### config.mk
export PLATFORM = sky130hd
export DESIGN_NAME = nn_test_harness
export DESIGN_NICKNAME = d
export VERILOG_FILES = /design/src/rtl/nn_harness_pkg.sv /design/src/rtl/nn_prefetch_fifo.sv /design/src/rtl/nn_test_harness.sv
export SDC_FILE = /design/constraint.sdc
export NUM_CORES = 1
export LEC_CHECK = 0
export CAP_MARGIN = 20
export CORE_AREA = 5 5 165 104
export CTS_BUF_LIST = sky130_fd_sc_hd__clkbuf_4
export DETAILED_ROUTE_END_ITERATION = 10
export DIE_AREA = 0 0 170 109
export PLACE_DENSITY = 0.82
export SYNTH_ARGS = -nofsm -noshare
export SYNTH_HDL_FRONTEND = slang
export SYNTH_HIERARCHICAL = 1
export SYNTH_SLANG_ARGS = --single-unit
### constraint.sdc
create_clock -name i_clk -period 9.25 [get_ports i_clk]
set_input_delay 1.85 -clock i_clk [delete_from_list [all_inputs] [get_ports i_clk]]
set_output_delay 1.85 -clock i_clk [all_outputs]
set_load 0.05 [all_outputs]
### src/rtl/nn_harness_pkg.sv
// Shared types and helpers for the on-chip classifier test harness.
package nn_harness_pkg;

  typedef enum logic [2:0] {
    S_IDLE,
    S_FETCH_LABEL,
    S_STREAM,
    S_WAIT_RESULT,
    S_COMPARE,
    S_DONE
  } state_t;

  // Each frame occupies frame_len samples followed by its label word.
  function automatic logic [31:0] frame_word_addr(input logic [31:0] frame,
                                                  input logic [31:0] word,
                                                  input logic [31:0] frame_len);
    return frame * (frame_len + 32'd1) + word;
  endfunction

endpackage

### src/rtl/nn_prefetch_fifo.sv
// Two-entry prefetch FIFO; the head entry is a register driving the stream output directly.
module nn_prefetch_fifo #(
  parameter int WIDTH = 9
) (
  input  logic             i_clk,
  input  logic             i_reset,
  input  logic             push,
  input  logic [WIDTH-1:0] push_data,
  input  logic             pop,
  output logic [WIDTH-1:0] head_data,
  output logic             full,
  output logic             empty,
  output logic [1:0]       count
);

  logic [WIDTH-1:0] head_reg;
  logic [WIDTH-1:0] tail_reg;
  logic [1:0]       count_reg;
  logic             pop_ok;
  logic             push_ok;

  assign pop_ok  = pop && (count_reg != 2'd0);
  assign push_ok = push && ((count_reg != 2'd2) || pop_ok);

  always_ff @(posedge i_clk) begin
    if (i_reset) begin
      head_reg  <= '0;
      tail_reg  <= '0;
      count_reg <= 2'd0;
    end else begin
      case ({push_ok, pop_ok})
        2'b10: begin
          if (count_reg == 2'd0) head_reg <= push_data;
          else                   tail_reg <= push_data;
          count_reg <= count_reg + 2'd1;
        end
        2'b01: begin
          head_reg  <= tail_reg;
          count_reg <= count_reg - 2'd1;
        end
        2'b11: begin
          if (count_reg == 2'd1) begin
            head_reg <= push_data;
          end else begin
            head_reg <= tail_reg;
            tail_reg <= push_data;
          end
        end
        default: ;
      endcase
    end
  end

  assign head_data = head_reg;
  assign count     = count_reg;
  assign empty     = (count_reg == 2'd0);
  assign full      = (count_reg == 2'd2);

endmodule

### src/rtl/nn_test_harness.sv
// Streams stored frames into the classifier, checks each result against its label
// and keeps frame/correct counters for in-system accuracy measurement.
module nn_test_harness
  import nn_harness_pkg::*;
#(
  parameter int DATA_WIDTH     = 8,
  parameter int FRAME_LEN      = 784,
  parameter int NUM_FRAMES     = 1000,
  parameter int RESULT_WIDTH   = 32,
  parameter int TIMEOUT_CYCLES = 65536,
  parameter int ADDR_WIDTH     = $clog2(NUM_FRAMES*(FRAME_LEN+1))
) (
  input  logic                              i_clk,
  input  logic                              i_reset,
  input  logic                              i_start,
  output logic                              o_busy,
  output logic                              o_done,
  output logic [ADDR_WIDTH-1:0]             o_mem_addr,
  output logic                              o_mem_en,
  input  logic [DATA_WIDTH-1:0]             i_mem_data,
  output logic [DATA_WIDTH-1:0]             o_m_axis_data,
  output logic                              o_m_axis_valid,
  output logic                              o_m_axis_last,
  input  logic                              i_m_axis_ready,
  input  logic [RESULT_WIDTH-1:0]           i_s_axis_data,
  input  logic                              i_s_axis_valid,
  output logic                              o_s_axis_ready,
  output logic [$clog2(NUM_FRAMES+1)-1:0]   o_frames_run,
  output logic [$clog2(NUM_FRAMES+1)-1:0]   o_correct,
  output logic [RESULT_WIDTH-1:0]           o_last_detected,
  output logic [DATA_WIDTH-1:0]             o_last_expected,
  output logic                              o_timeout
);

  localparam int BEAT_W = $clog2(FRAME_LEN+1);
  localparam int FRM_W  = $clog2(NUM_FRAMES+1);
  localparam int TMR_W  = $clog2(TIMEOUT_CYCLES+1);
  localparam logic [BEAT_W-1:0] BEAT_LAST  = BEAT_W'(FRAME_LEN-1);
  localparam logic [BEAT_W-1:0] BEAT_END   = BEAT_W'(FRAME_LEN);
  localparam logic [FRM_W-1:0]  FRAME_LAST = FRM_W'(NUM_FRAMES-1);
  localparam logic [TMR_W-1:0]  TMR_LAST   = TMR_W'(TIMEOUT_CYCLES-1);

  state_t                    state_reg, state_next;
  logic [FRM_W-1:0]          frame_reg, frame_next;
  logic                      label_pend_reg, label_pend_next;
  logic [DATA_WIDTH-1:0]     label_reg, label_next;
  logic [BEAT_W-1:0]         issue_reg, issue_next;
  logic [BEAT_W-1:0]         beat_reg, beat_next;
  logic                      rd_valid_reg, rd_valid_next;
  logic                      rd_last_reg, rd_last_next;
  logic [TMR_W-1:0]          timer_reg, timer_next;
  logic                      match_reg, match_next;
  logic [RESULT_WIDTH-1:0]   detected_reg, detected_next;
  logic [FRM_W-1:0]          frames_reg, frames_next;
  logic [FRM_W-1:0]          correct_reg, correct_next;
  logic                      timeout_reg, timeout_next;
  logic                      done_reg, done_next;

  logic                      mem_en;
  logic [31:0]               mem_word;
  logic                      s_ready;
  logic [2:0]                occupancy;
  logic                      fifo_pop;
  logic [DATA_WIDTH:0]       fifo_head;
  logic                      fifo_full;
  logic                      fifo_empty;
  logic [1:0]                fifo_count;

  nn_prefetch_fifo #(
    .WIDTH(DATA_WIDTH+1)
  ) u_fifo (
    .i_clk    (i_clk),
    .i_reset  (i_reset),
    .push     (rd_valid_reg),
    .push_data({rd_last_reg, i_mem_data}),
    .pop      (fifo_pop),
    .head_data(fifo_head),
    .full     (fifo_full),
    .empty    (fifo_empty),
    .count    (fifo_count)
  );

  assign fifo_pop = !fifo_empty && i_m_axis_ready;

  always_comb begin
    state_next      = state_reg;
    frame_next      = frame_reg;
    label_pend_next = label_pend_reg;
    label_next      = label_reg;
    issue_next      = issue_reg;
    beat_next       = beat_reg;
    rd_valid_next   = 1'b0;
    rd_last_next    = rd_last_reg;
    timer_next      = timer_reg;
    match_next      = match_reg;
    detected_next   = detected_reg;
    frames_next     = frames_reg;
    correct_next    = correct_reg;
    timeout_next    = timeout_reg;
    done_next       = done_reg;
    mem_en          = 1'b0;
    mem_word        = '0;
    s_ready         = 1'b0;
    // Occupancy after this cycle's pop, so a steady stream keeps one read in flight.
    occupancy = 3'(fifo_count) + 3'(rd_valid_reg) - 3'(fifo_pop);

    case (state_reg)
      S_IDLE, S_DONE: begin
        if (i_start) begin
          frames_next     = '0;
          correct_next    = '0;
          timeout_next    = 1'b0;
          done_next       = 1'b0;
          frame_next      = '0;
          label_pend_next = 1'b0;
          state_next      = S_FETCH_LABEL;
        end
      end
      S_FETCH_LABEL: begin
        if (!label_pend_reg) begin
          mem_en          = 1'b1;
          mem_word        = 32'(FRAME_LEN);
          label_pend_next = 1'b1;
        end else begin
          label_next      = i_mem_data;
          label_pend_next = 1'b0;
          issue_next      = '0;
          beat_next       = '0;
          state_next      = S_STREAM;
        end
      end
      S_STREAM: begin
        if ((issue_reg != BEAT_END) && (occupancy < 3'd2) && !(fifo_full && !fifo_pop)) begin
          mem_en        = 1'b1;
          mem_word      = 32'(issue_reg);
          issue_next    = issue_reg + 1'b1;
          rd_valid_next = 1'b1;
          rd_last_next  = (issue_reg == BEAT_LAST);
        end
        if (fifo_pop) begin
          beat_next = beat_reg + 1'b1;
          if (beat_reg == BEAT_LAST) begin
            timer_next = '0;
            state_next = S_WAIT_RESULT;
          end
        end
      end
      S_WAIT_RESULT: begin
        s_ready = 1'b1;
        if (i_s_axis_valid) begin
          detected_next = i_s_axis_data;
          match_next    = (i_s_axis_data == RESULT_WIDTH'(label_reg));
          state_next    = S_COMPARE;
        end else if (timer_reg == TMR_LAST) begin
          timeout_next = 1'b1;
          match_next   = 1'b0;
          state_next   = S_COMPARE;
        end else begin
          timer_next = timer_reg + 1'b1;
        end
      end
      S_COMPARE: begin
        frames_next = frames_reg + 1'b1;
        if (match_reg) correct_next = correct_reg + 1'b1;
        if (frame_reg == FRAME_LAST) begin
          done_next  = 1'b1;
          state_next = S_DONE;
        end else begin
          frame_next      = frame_reg + 1'b1;
          label_pend_next = 1'b0;
          state_next      = S_FETCH_LABEL;
        end
      end
      default: state_next = S_IDLE;
    endcase
  end

  always_ff @(posedge i_clk) begin
    if (i_reset) begin
      state_reg      <= S_IDLE;
      frame_reg      <= '0;
      label_pend_reg <= 1'b0;
      label_reg      <= '0;
      issue_reg      <= '0;
      beat_reg       <= '0;
      rd_valid_reg   <= 1'b0;
      rd_last_reg    <= 1'b0;
      timer_reg      <= '0;
      match_reg      <= 1'b0;
      detected_reg   <= '0;
      frames_reg     <= '0;
      correct_reg    <= '0;
      timeout_reg    <= 1'b0;
      done_reg       <= 1'b0;
    end else begin
      state_reg      <= state_next;
      frame_reg      <= frame_next;
      label_pend_reg <= label_pend_next;
      label_reg      <= label_next;
      issue_reg      <= issue_next;
      beat_reg       <= beat_next;
      rd_valid_reg   <= rd_valid_next;
      rd_last_reg    <= rd_last_next;
      timer_reg      <= timer_next;
      match_reg      <= match_next;
      detected_reg   <= detected_next;
      frames_reg     <= frames_next;
      correct_reg    <= correct_next;
      timeout_reg    <= timeout_next;
      done_reg       <= done_next;
    end
  end

  assign o_busy          = (state_reg != S_IDLE) && (state_reg != S_DONE);
  assign o_done          = done_reg;
  assign o_mem_en        = mem_en;
  assign o_mem_addr      = mem_en ? ADDR_WIDTH'(frame_word_addr(32'(frame_reg), mem_word, 32'(FRAME_LEN))) : '0;
  assign o_m_axis_data   = fifo_head[DATA_WIDTH-1:0];
  assign o_m_axis_last   = fifo_head[DATA_WIDTH];
  assign o_m_axis_valid  = !fifo_empty;
  assign o_s_axis_ready  = s_ready;
  assign o_frames_run    = frames_reg;
  assign o_correct       = correct_reg;
  assign o_last_detected = detected_reg;
  assign o_last_expected = label_reg;
  assign o_timeout       = timeout_reg;

endmodule
Yosys cells after proc, flatten, opt, wreduce, memory -nomap -nowiden
Index checks and enable logic that the tools add are counted.
- bits in registers: 136
- input port bits: 45
- output and inout bits: 95
- word-level logic and storage cells: 156
- $add $sub $neg: 11
- $mul: 1
- $lt $le $gt $ge: 1
- equality and inequality tests: 33
- multiplexer cells: 49
- bitwise gates (word level): 1
- reductions and logical operators: 42
- operator list (cell ; number):
    one-hot mux 10 bit (2 select lines) ; 6
    two-way mux 10 bit ; 8
    two-way mux 17 bit ; 4
    adder 10 x 1 -> 10 bit, second input constant ; 5
    two-way mux 9 bit ; 4
    one-hot mux 17 bit (2 select lines) ; 1
    == test 32 x 8 -> 1 bit ; 1
    == test 10 bit, second input constant ; 3
    inequality test 2 bit, second input constant ; 15
    one-hot mux 9 bit (3 select lines) ; 1
    two-way mux 3 bit ; 7
    AND reduction 3 bit ; 7
    adder 20 bit ; 1
    multiplier 10 x 10 -> 20 bit, second input constant ; 1
    two-way mux 20 bit ; 1
    one-hot mux 9 bit (2 select lines) ; 1
    adder 17 x 1 -> 17 bit, second input constant ; 1
    == test 17 x 16 -> 1 bit, second input constant ; 1
    nonzero test 2 bit ; 8
    one-hot mux 3 bit (5 select lines) ; 1
    AND reduction 2 bit ; 6
    two-way mux 1 bit ; 10
    inequality test 10 bit, second input constant ; 1
    AND reduction 5 bit ; 2
    23 further kinds ; 42

Logic depth before layout (Yosys ltp)
Gate-level depths: netlist of run 1.
- depth after elaboration: 11
- mapped depth: 22
- mapped depth without buffers: 21

Modules after synthesis
Netlist of run 1, hierarchy kept.
- modules (own cells, without submodules) (module ; times used ; cells each ; area an instance (um^2) ; seq. area each (um^2)):
    nn_test_harness ; 1 ; 918 ; 7538.5 ; 2322.2
    nn_prefetch_fifo ; 1 ; 103 ; 914.6 ; 400.4

Least setup slack after synthesis of run 1
No wires, ideal clock.
- path type: input to output
- from: input i_m_axis_ready
- to: output o_mem_addr[16]
- arrival: 7542 ps
- required time: 7400 ps
- slack: -142 ps
- stages: 19
- path buffers: 0
- cell sequence: nor2b_1 -> nor2b_1 -> o21ai_0 -> fa_1 -> xnor2_1 -> o2111ai_1 -> nor2_1 -> a21o_1 -> ha_1 -> ha_1 -> inv_1 -> fa_1 -> inv_1 -> ha_1 -> a21o_1 -> or3_1 -> o211ai_1 -> a211oi_1 -> nor4_1
- word-level cells in the longest chain between the ends: 9
- elaborated cells on any way between the ends: 14
- classes of those cells: 2 x add/sub; 1 x order compare; 5 x mux; 6 x reduce/logical
- ends and longest elaborated chain (what ; line ; source):
    start, declared ; nn_test_harness.sv:24 ; input logic i_m_axis_ready,
    logical AND 1 bit (*) ; nn_test_harness.sv:83 ; assign fifo_pop = !fifo_empty && i_m_axis_ready;
    subtractor 3 x 1 -> 3 bit or logical NOT 1 bit (tied branches) ; nn_test_harness.sv:105, nn_test_harness.sv:133 ;
    < comparator 3 x 2 -> 1 bit or logical AND 1 bit (tied branches) ; nn_test_harness.sv:133 ; if ((issue_reg != BEAT_END) && (occupancy < 3'd2) && !(fifo_full && !fifo_pop)) begin
    logical AND 1 bit or logical NOT 1 bit (tied branches) ; nn_test_harness.sv:133 ;
    logical AND 1 bit (*) ; nn_test_harness.sv:133 ;
    two-way mux 10 bit ; nn_test_harness.sv:133 ;
    one-hot mux 10 bit (2 select lines) ; nn_test_harness.sv:107 ; case (state_reg)
    adder 20 bit ; nn_harness_pkg.sv:17 ; return frame * (frame_len + 32'd1) + word;
    two-way mux 20 bit (*) ; nn_test_harness.sv:217 ; assign o_mem_addr = mem_en ? ADDR_WIDTH'(frame_word_addr(32'(frame_reg), mem_word, 32'(FRAME_LEN))) : '0;
    end, declared ; nn_test_harness.sv:18 ; output logic [ADDR_WIDTH-1:0] o_mem_addr,
Every way passes the cells marked *; elsewhere a longest branch is shown, timed or not.

Worst setup path in the final report of run 1
- from: input i_m_axis_ready
- to: output o_mem_addr[14]
- word-level cells in the longest chain between the ends: 9
- elaborated cells on any way between the ends: 14
- classes of those cells: 2 x add/sub; 1 x order compare; 5 x mux; 6 x reduce/logical
- ends and longest elaborated chain (what ; line ; source):
    logical AND 1 bit (*) ; nn_test_harness.sv:83 ;
    named net fifo_pop ; nn_test_harness.sv:63 ; logic fifo_pop;
    subtractor 3 x 1 -> 3 bit or logical NOT 1 bit (tied branches) ; nn_test_harness.sv:105, nn_test_harness.sv:133 ;
    < comparator 3 x 2 -> 1 bit or logical AND 1 bit (tied branches) ; nn_test_harness.sv:133 ;
    logical AND 1 bit or logical NOT 1 bit (tied branches) ; nn_test_harness.sv:133 ;
    logical AND 1 bit (*) ; nn_test_harness.sv:133 ;
    two-way mux 10 bit ; nn_test_harness.sv:133 ;
    one-hot mux 10 bit (2 select lines) ; nn_test_harness.sv:107 ;
    adder 20 bit ; nn_harness_pkg.sv:17 ;
    two-way mux 20 bit (*) ; nn_test_harness.sv:217 ;
Mark *: on every way through the listed nets, which the timed path passes. The rest lies on a longest branch.

==> reports/metrics.csv, run 1 <==
stage,metric,value,unit
setup_path,Crit. path cell count,22,
floorplan,Starting Density,0.541,
cells_and_area,n_diodes,0,
synthesis,Avg Inst Size Synth,8.28,sq um
sta,fin crit share,0.975,
floorplan,num ports,140,
synthesis,Mapped Nets,1170,
power_and_ir_drop,power density over cell area,122,nW/um^2
grt,Total GRT Usage,0.224,
routing,Post-Route WL,21.5,mm
setup_path,slowest CP cell,fa_1,
grt,antenna violations before repair,1,
setup_path,Worst Path Max Fanout,5,
synthesis,Cells after Synth,1021,
routing,Via Count,7753,
cts,CTS Buffer Depth,2,
routing,first drt pass iteration count,6,
sta,min setup slack post-route,0.234,ns
setup_path,"critical path, cell by cell",clkdlybuf4s50_1 -> nor2b_1 -> nor2b_2 -> o21ai_0 -> fa_1 -> xnor2_1 -> o2111ai_2 -> nor2_2 -> a21o_1 -> ha_1 -> ha_1 -> inv_1 -> fa_1 -> inv_1 -> ha_1 -> a21o_1 -> or3_1 -> o211ai_1 -> buf_4 -> a21oi_1 -> nor3_1 -> buf_12,
cells_and_area,final net count,1298,
setup_path,CP peak stage delay,0.53,ns
flow_run,MaxCap Viol Count,0,
grt,vias in the first global route,6862,
synthesis,Synth Register Bits,136,
floorplan,die width,170,um
placement,DP Cell Count,1334,
setup_path,flop2flop setup slack,6.03,ns
cts,CTS tree,yes,
setup_path,"most used cell, CP",ha_1,
placement,HPWL Detailed,16.5,mm
setup_path,CP endpoint kind,primary output,
sta,fin crit period,9.02,ns
cts,CTS HTree Levels,4,
cts,clock sinks,136,
cells_and_area,area grow syn2layout,24.0,%
grt,largest net degree at the start of global routing,88,
setup_path,WP data arrival,7.17,ns
setup_path,Reg2Reg Depth,11,
routing,vias per cell,5.65,
sta,RSZ-0062 raised after global routing,false,
routing,Post-DRT Antenna Nets,0,
floorplan,row cnt,36,
synthesis,cell taking the most area after synthesis,dfxtp_1,
sta,"Setup violations, final",0,
sta,actual slew at the worst max-slew pin,0.928,ns
synthesis,post-synthesis async set-or-reset flop share,0,
synthesis,Yosys Warn Count,6,
cells_and_area,final std cells w/o fill,1371,
sta,Max Fclk,111,MHz
cells_and_area,number of flip-flops under the largest register name,32,
setup_path,worst setup path endpoint,o_mem_addr[14],
setup_path,"CP delay by family, top",adder cells,
power_and_ir_drop,total power,1.28,mW
power_and_ir_drop,Peak VDD IR,0.0799,mV
synthesis,"EDFF count, synth",0,
cts,TritonCTS Buffers,17,
cts,clk slew on worst S/H paths,0.13,ns
sta,Fin Clk Skew,0.0253,ns
grt,gr ovfl total,0,
cells_and_area,Final Cell Area,10500,sq um
synthesis,top_reg_cell synth,dfxtp_1,
floorplan,die height,109,um
setup_path,reg2reg start,u_fifo/count[1]$_SDFFE_PP0P_,
setup_path,crit path launch,i_m_axis_ready,
setup_path,CP Class,input pin to primary output,
sta,"Hold Violations, Final",0,
cells_and_area,filler cell count in the final layout,1243,
cts,CTS root buf,clkbuf_4,
routing,# DRC,0,
routing,drt wl/cell,15.7,um
synthesis,post-synthesis sequential area ratio,0.322,
sta,max-slew violations,0,
setup_path,"Data required, critical path",7.40,ns
cts,clock latency at the later pin of the worst-skew pair,0.53,ns
synthesis,share of the synthesized area in the top cell type,0.322,
power_and_ir_drop,cell leakage power,4.38,nW
run_status,outcome,"complete, no violations",
setup_path,FF-to-FF End,issue_reg[6]$_SDFFE_PP0P_,
cells_and_area,share of cells above drive strength 1,0.0663,
synthesis,Yosys cell types,67,
sta,Rel. slew slack,0.381,
setup_path,Critical Path Start Type,input pin,
routing,Initial DRC Count,712,
synthesis,Post-synth top cells,"dfxtp_1 (136), nand2_1 (136), nor2_1 (99)",
grt,first-pass GRT wire length,34.2,mm
placement,"worst slack, placed",-0.0171,ns
synthesis,post-synthesis cell area,8450,sq um
min_path,HP Class,register to register,
synthesis,"top cells by area, synth","dfxtp_1 (32%), ha_1 (14%), nand2_1 (6.0%), a21oi_1 (4.6%), nor2_1 (4.4%)",
setup_path,WP buf/inv,5,
floorplan,die footprint,18500,sq um
placement,# port buffers,139,
floorplan,Core Box Area,15600,sq um
placement,gpl congestion,0.906,
placement,Placement Cell Area,10100,sq um
-- report_power, final --
| part | internal [mW] | switching, mW |
|---|---|---|
| Combinational | 0.0939 | 0.169 |
| Clock | 0.166 | 0.240 |
| Sequential | 0.598 | 0.0169 |
| Total | 0.858 | 0.425 |
-- metrics by stage --
| stage | hold slack (ns) | util | TNS (ns) |
|---|---|---|---|
| after floorplan | 0.456 | - | 0 |
| after global placement | 0.441 | 0.646 | 0 |
| after detailed placement | 0.446 | 0.646 | -0.0171 |
| after CTS | 0.464 | 0.665 | 0 |
| after global routing | 0.486 | 0.671 | 0 |
| final | 0.462 | 0.671 | 0 |
-- kinds of logic (layout without fill, tap and decap cells) --
| family | after synthesis | after routing | synth area share |
|---|---|---|---|
| and+or+nand+nor | 396 | 396 | 0.225 |
| DFF | 136 | 136 | 0.322 |
| adders and majority gates | 104 | 104 | 0.165 |
| buffers and inverters | 115 | 256 | 0.0549 |
| xor gates and xnor gates | 49 | 49 | 0.0508 |
| muxes | 24 | 24 | 0.0287 |
| AOI/OAI and AO/OA | 197 | 197 | 0.154 |
-- cell type report --
type | count | area [sq um] | share of cell area
inverters | 74 | 278 | 0.0265
flip-flops and latches | 136 | 2720 | 0.260
multi-input cells | 770 | 5290 | 0.505
clock inverters | 15 | 169 | 0.0161
repair buffers | 150 | 1630 | 0.156
well taps | 209 | 262 | 0.0249
clock buffers | 17 | 128 | 0.0122
-- worst reg2reg max path, delay by kind of cell (launching register included) --
family / cells / cell delay, ns
XOR/XNOR: 1 / 0.19
AO/OA/AOI/OAI: 4 / 0.89
flip-flops: 1 / 0.46
adder cells (fa/ha/maj): 2 / 0.69
buffers and inverters: 1 / 0.12
AND/OR/NAND/NOR: 3 / 0.80
-- metal layers --
metal	global-route usage	up-vias	wire [um]
met5	0	-	18
met4	0.0564	2	292
met3	0.0464	33	1590
met2	0.315	239	9060
met1	0.347	3637	10500
li1	-	3842	-
-- placed cells by master, fill, tap and decap left out, drive strengths merged, types with 9 or more instances in the layout --
cell           netlist  final
a21o                13     13
dfxtp              136    136
fa                  12     12
and2                16     16
ha                  92     92
xnor2               21     21
clkdlybuf4s50        0    123
mux2i               22     22
o21ai               33     33
inv                 73     77
nor2               100    100
nand2              136    136
a311oi              16     16
or3                 18     18
nand4               20     20
nor3                14     14
xor2                28     28
and3                15     15
clkbuf              27     17
buf                 14     27
nor4                 9      9
a21oi               77     77
nand3               34     34
-- repair_timing --
action                                  in CTS  in global routing
cloned                                       0                  0
setup buffers                                0                  3
endpoints found under the hold margin        0                  0
gates resized for setup                      1                  4
pin swaps                                    0                  4
hold buffers                                 0                  0
endpoints found under the setup margin       1                  9
-- how the worst min path moves through the flow --
stage / cells past startpoint / slack [ns] / startpoint / end
floorplan: 2 / 0.46 / timer_reg[6]$_SDFFE_PP0P_ / timer_reg[6]$_SDFFE_PP0P_
global placement: 2 / 0.44 / o_last_detected[10]$_SDFFE_PP0P_ / o_last_detected[10]$_SDFFE_PP0P_
detailed placement: 2 / 0.45 / o_last_detected[29]$_SDFFE_PP0P_ / o_last_detected[29]$_SDFFE_PP0P_
CTS: 2 / 0.46 / o_last_detected[11]$_SDFFE_PP0P_ / o_last_detected[11]$_SDFFE_PP0P_
global route: 2 / 0.49 / o_last_detected[3]$_SDFFE_PP0P_ / o_last_detected[3]$_SDFFE_PP0P_
finish: 2 / 0.46 / o_last_detected[10]$_SDFFE_PP0P_ / o_last_detected[10]$_SDFFE_PP0P_
Power figures use the tool's default switching activity.
==> run 2, diff against run 1 <==
Settings changed: ABC_AREA set to 1, CAP_MARGIN 20 to unset, CORE_AREA 5 5 165 104 to 5 5 171 107, DIE_AREA 0 0 170 109 to 0 0 176 112, PLACE_DENSITY 0.82 to 0.83, SLEW_MARGIN set to 20.
==> run 2 against run 1 <==
  * Global-route usage is 1.4 points higher
  * Sequential cell count stayed put
  * Via count rose by 19%
  * Clock-buffer cell count increased by 1
  * Combinational power grew to 3.1 times the previous value
  * Non-clock buffer count fell by 8
  * Register-to-register slack gained 0.27 ns
  * Power grew 50%
  * Clock skew is 0.0051 ns higher
  * Routed wire length is 11% higher
  * Critical path type unchanged
  * Largest cell class unchanged
  * Highest routed layer is now met4
==> reports/metrics.csv, run 2 <==
stage,metric,value,unit
run_status,outcome,"complete, no violations",
cells_and_area,number of flip-flops under the largest register name,32,
setup_path,CP endpoint kind,primary output,
power_and_ir_drop,net switching power,850,uW
setup_path,"most used cell, CP",nand2_1,
floorplan,num ports,140,
synthesis,post-synthesis sequential area ratio,0.295,
routing,met2 routed WL,9.62,mm
routing,Via Count,9220,
cells_and_area,share of cells above drive strength 1,0.0649,
grt,gr ovfl total,0,
grt,vias in the first global route,8316,
routing,Initial DRC Count,814,
cells_and_area,register area,2720,sq um
cts,clk slew on worst S/H paths,0.12,ns
sta,"Setup violations, final",0,
cts,clock latency at the later pin of the worst-skew pair,0.52,ns
setup_path,"CP delay by family, top",adder cells,
setup_path,CP Class,input pin to primary output,
sta,Setup TNS,0,ns
synthesis,Synth Register Bits,136,
floorplan,Starting Density,0.555,
cts,CTS tree,yes,
floorplan,row cnt,37,
power_and_ir_drop,clock share of power,0.222,
synthesis,top_reg_cell synth,dfxtp_1,
synthesis,Cells after Synth,1361,
synthesis,share of the synthesized area in the top cell type,0.295,
cts,clock sinks,136,
sta,RSZ-0062 raised after global routing,false,
grt,antenna violations before repair,0,
power_and_ir_drop,power density over cell area,174,nW/um^2
synthesis,most frequent cell after synthesis,nor2_1,
cells_and_area,area grow syn2layout,19.9,%
sta,actual slew at the worst max-slew pin,0.724,ns
floorplan,die height,112,um
routing,Post-Route WL,23.9,mm
synthesis,Mapped Nets,1510,
routing,drt wl/cell,13.9,um
synthesis,post-synthesis async set-or-reset flop share,0,
floorplan,die width,176,um
routing,first drt pass iteration count,8,
synthesis,Yosys cell types,45,
routing,Post-DRT Antenna Nets,0,
grt,first-pass GRT wire length,39.7,mm
routing,met3 WL,2.29,mm
cts,CTS root buf,clkbuf_4,
cells_and_area,n_diodes,0,
min_path,HP Class,register to register,
synthesis,"EDFF count, synth",0,
placement,HPWL Detailed,18.6,mm
cts,CTS Buffer Depth,2,
flow_run,MaxCap Viol Count,0,
setup_path,slowest CP cell,clkdlybuf4s50_1,
sta,min setup slack post-route,0.479,ns
sta,"Hold Violations, Final",0,
routing,uppermost layer routed,met4,
synthesis,cell taking the most area after synthesis,dfxtp_1,
cells_and_area,"commonest non-fill, non-tap cell in the layout",nor2_1,
setup_path,"Data required, critical path",7.40,ns
power_and_ir_drop,part of the power in registers,0.362,
cts,TritonCTS Buffers,17,
floorplan,die footprint,19700,sq um
power_and_ir_drop,cell leakage power,5.05,nW
sta,Max Fclk,114,MHz
placement,# port buffers,139,
cells_and_area,final net count,1645,
routing,vias per cell,5.35,
synthesis,Yosys Warn Count,6,
setup_path,WP buf/inv,4,
cts,Post-CTS Setup Bufs,0,
power_and_ir_drop,combinational share of power,0.416,
setup_path,Worst Path Max Fanout,12,
cells_and_area,"commonest non-fill, non-tap cells in the layout","nor2_1 (291), nand2_1 (221), inv_1 (175)",
synthesis,Post-synth top cells,"nor2_1 (291), nand2_1 (221), inv_1 (175)",
setup_path,WP data arrival,6.92,ns
setup_path,CP peak stage delay,0.82,ns
cells_and_area,filler cell count in the final layout,1470,
synthesis,"top cells by area, synth","dfxtp_1 (29%), ha_1 (12%), nor2_1 (12%), nand2_1 (9.0%), inv_1 (7.1%)",
power_and_ir_drop,Peak VDD IR,0.0859,mV
setup_path,Critical Path Start Type,input pin,
routing,Metal-1 WL,11.8,mm
placement,"worst slack, placed",0.313,ns
grt,Total GRT Usage,0.238,
sta,max-slew violations,0,
cts,CTS HTree Levels,4,
grt,largest net degree at the start of global routing,43,
power_and_ir_drop,Sw Share,0.440,
floorplan,Core Box Area,16700,sq um
sta,fin crit period,8.77,ns
routing,# DRC,0,
synthesis,post-synthesis cell area,9240,sq um
sta,Rel. slew slack,0.516,
power_and_ir_drop,design internal power,1.08,mW
sta,Fin Clk Skew,0.0304,ns
placement,gpl congestion,0.910,
sta,fin crit share,0.948,
setup_path,"critical path, cell by cell",clkdlybuf4s50_1 -> nand2_1 -> nor2_1 -> o21ai_0 -> fa_1 -> nand3_1 -> nor2_1 -> nand3_2 -> o21ai_0 -> ha_1 -> ha_1 -> inv_1 -> fa_1 -> inv_1 -> ha_1 -> nand2_1 -> nor2_1 -> nand2_1 -> nand2_1 -> o21ai_0 -> a21oi_1 -> clkdlybuf4s50_1,
synthesis,Avg Inst Size Synth,6.79,sq um
cells_and_area,multi-input logic area,5630,sq um
run 2: cell type report:
cell class | count | share of cell area
clock inverters | 14 | 0.0156
flip-flops and latches | 136 | 0.246
multi-input cells | 1009 | 0.508
repair buffers | 142 | 0.129
well taps | 214 | 0.0242
inverters | 190 | 0.0648
clock buffers | 18 | 0.0122
run 2: stage by stage:
step	power, mW	hold WS [ns]	area [sq um]	utilization	cells
floorplan	1.30	0.450	9240	-	1361
global placement	1.49	0.462	10700	0.645	1691
detailed placement	1.51	0.471	10700	0.645	1691
CTS	1.94	0.491	11100	0.663	1723
global route	2.05	0.525	11100	0.665	1723
finish	1.93	0.495	11100	0.665	1723
run 2: final timing paths:
check	start	end	slack, ns	cells past startpoint
max reg2reg	u_fifo/count[1]$_SDFFE_PP0P_	issue_reg[1]$_SDFFE_PP0P_	6.30	14
max	i_m_axis_ready	o_mem_addr[9]	0.48	22
min reg2reg	beat_reg[6]$_SDFFE_PP0P_	beat_reg[6]$_SDFFE_PP0P_	0.50	2
min	beat_reg[6]$_SDFFE_PP0P_	beat_reg[6]$_SDFFE_PP0P_	0.50	2
run 2: repair_timing:
action / 4_1_cts / 5_1_grt
setup endpoints to repair: 0 / 9
hold buffers: 0 / 0
hold endpoints to repair: 0 / 0
resized for setup: 0 / 9
run 2: worst min-delay path, delay by kind of cell, from the launching register on:
family | cells | cell delay (ns)
buf+inv | 1 | 0.06
flops | 1 | 0.35
compound gates | 1 | 0.06
run 2: cell families (layout without fill, tap and decap cells):
logic type | count (synthesis) | in the layout | synth area share
AOI/OAI and AO/OA | 212 | 212 | 0.125
xor gates and xnor gates | 18 | 18 | 0.0171
adders and majority gates | 104 | 104 | 0.151
DFF | 136 | 136 | 0.295
and+or+nand+nor | 675 | 675 | 0.317
buffers and inverters | 216 | 364 | 0.0963
run 2: routing by layer:
metal / vias to the layer above / track usage
li1: 4654 / -
met1: 4185 / 0.372
met2: 362 / 0.337
met3: 19 / 0.0553
met4: 0 / 0.0353
met5: - / 0
run 2: power groups by stage:
stage          logic, mW  registers, mW  clock network [mW]
2_1_floorplan      0.501          0.800                   0
3_3_place_gp       0.783          0.708                   0
3_5_place_dp       0.800          0.710                   0
4_1_cts            0.804          0.698               0.435
5_1_grt            0.885          0.708               0.461
6_report           0.803          0.699               0.429
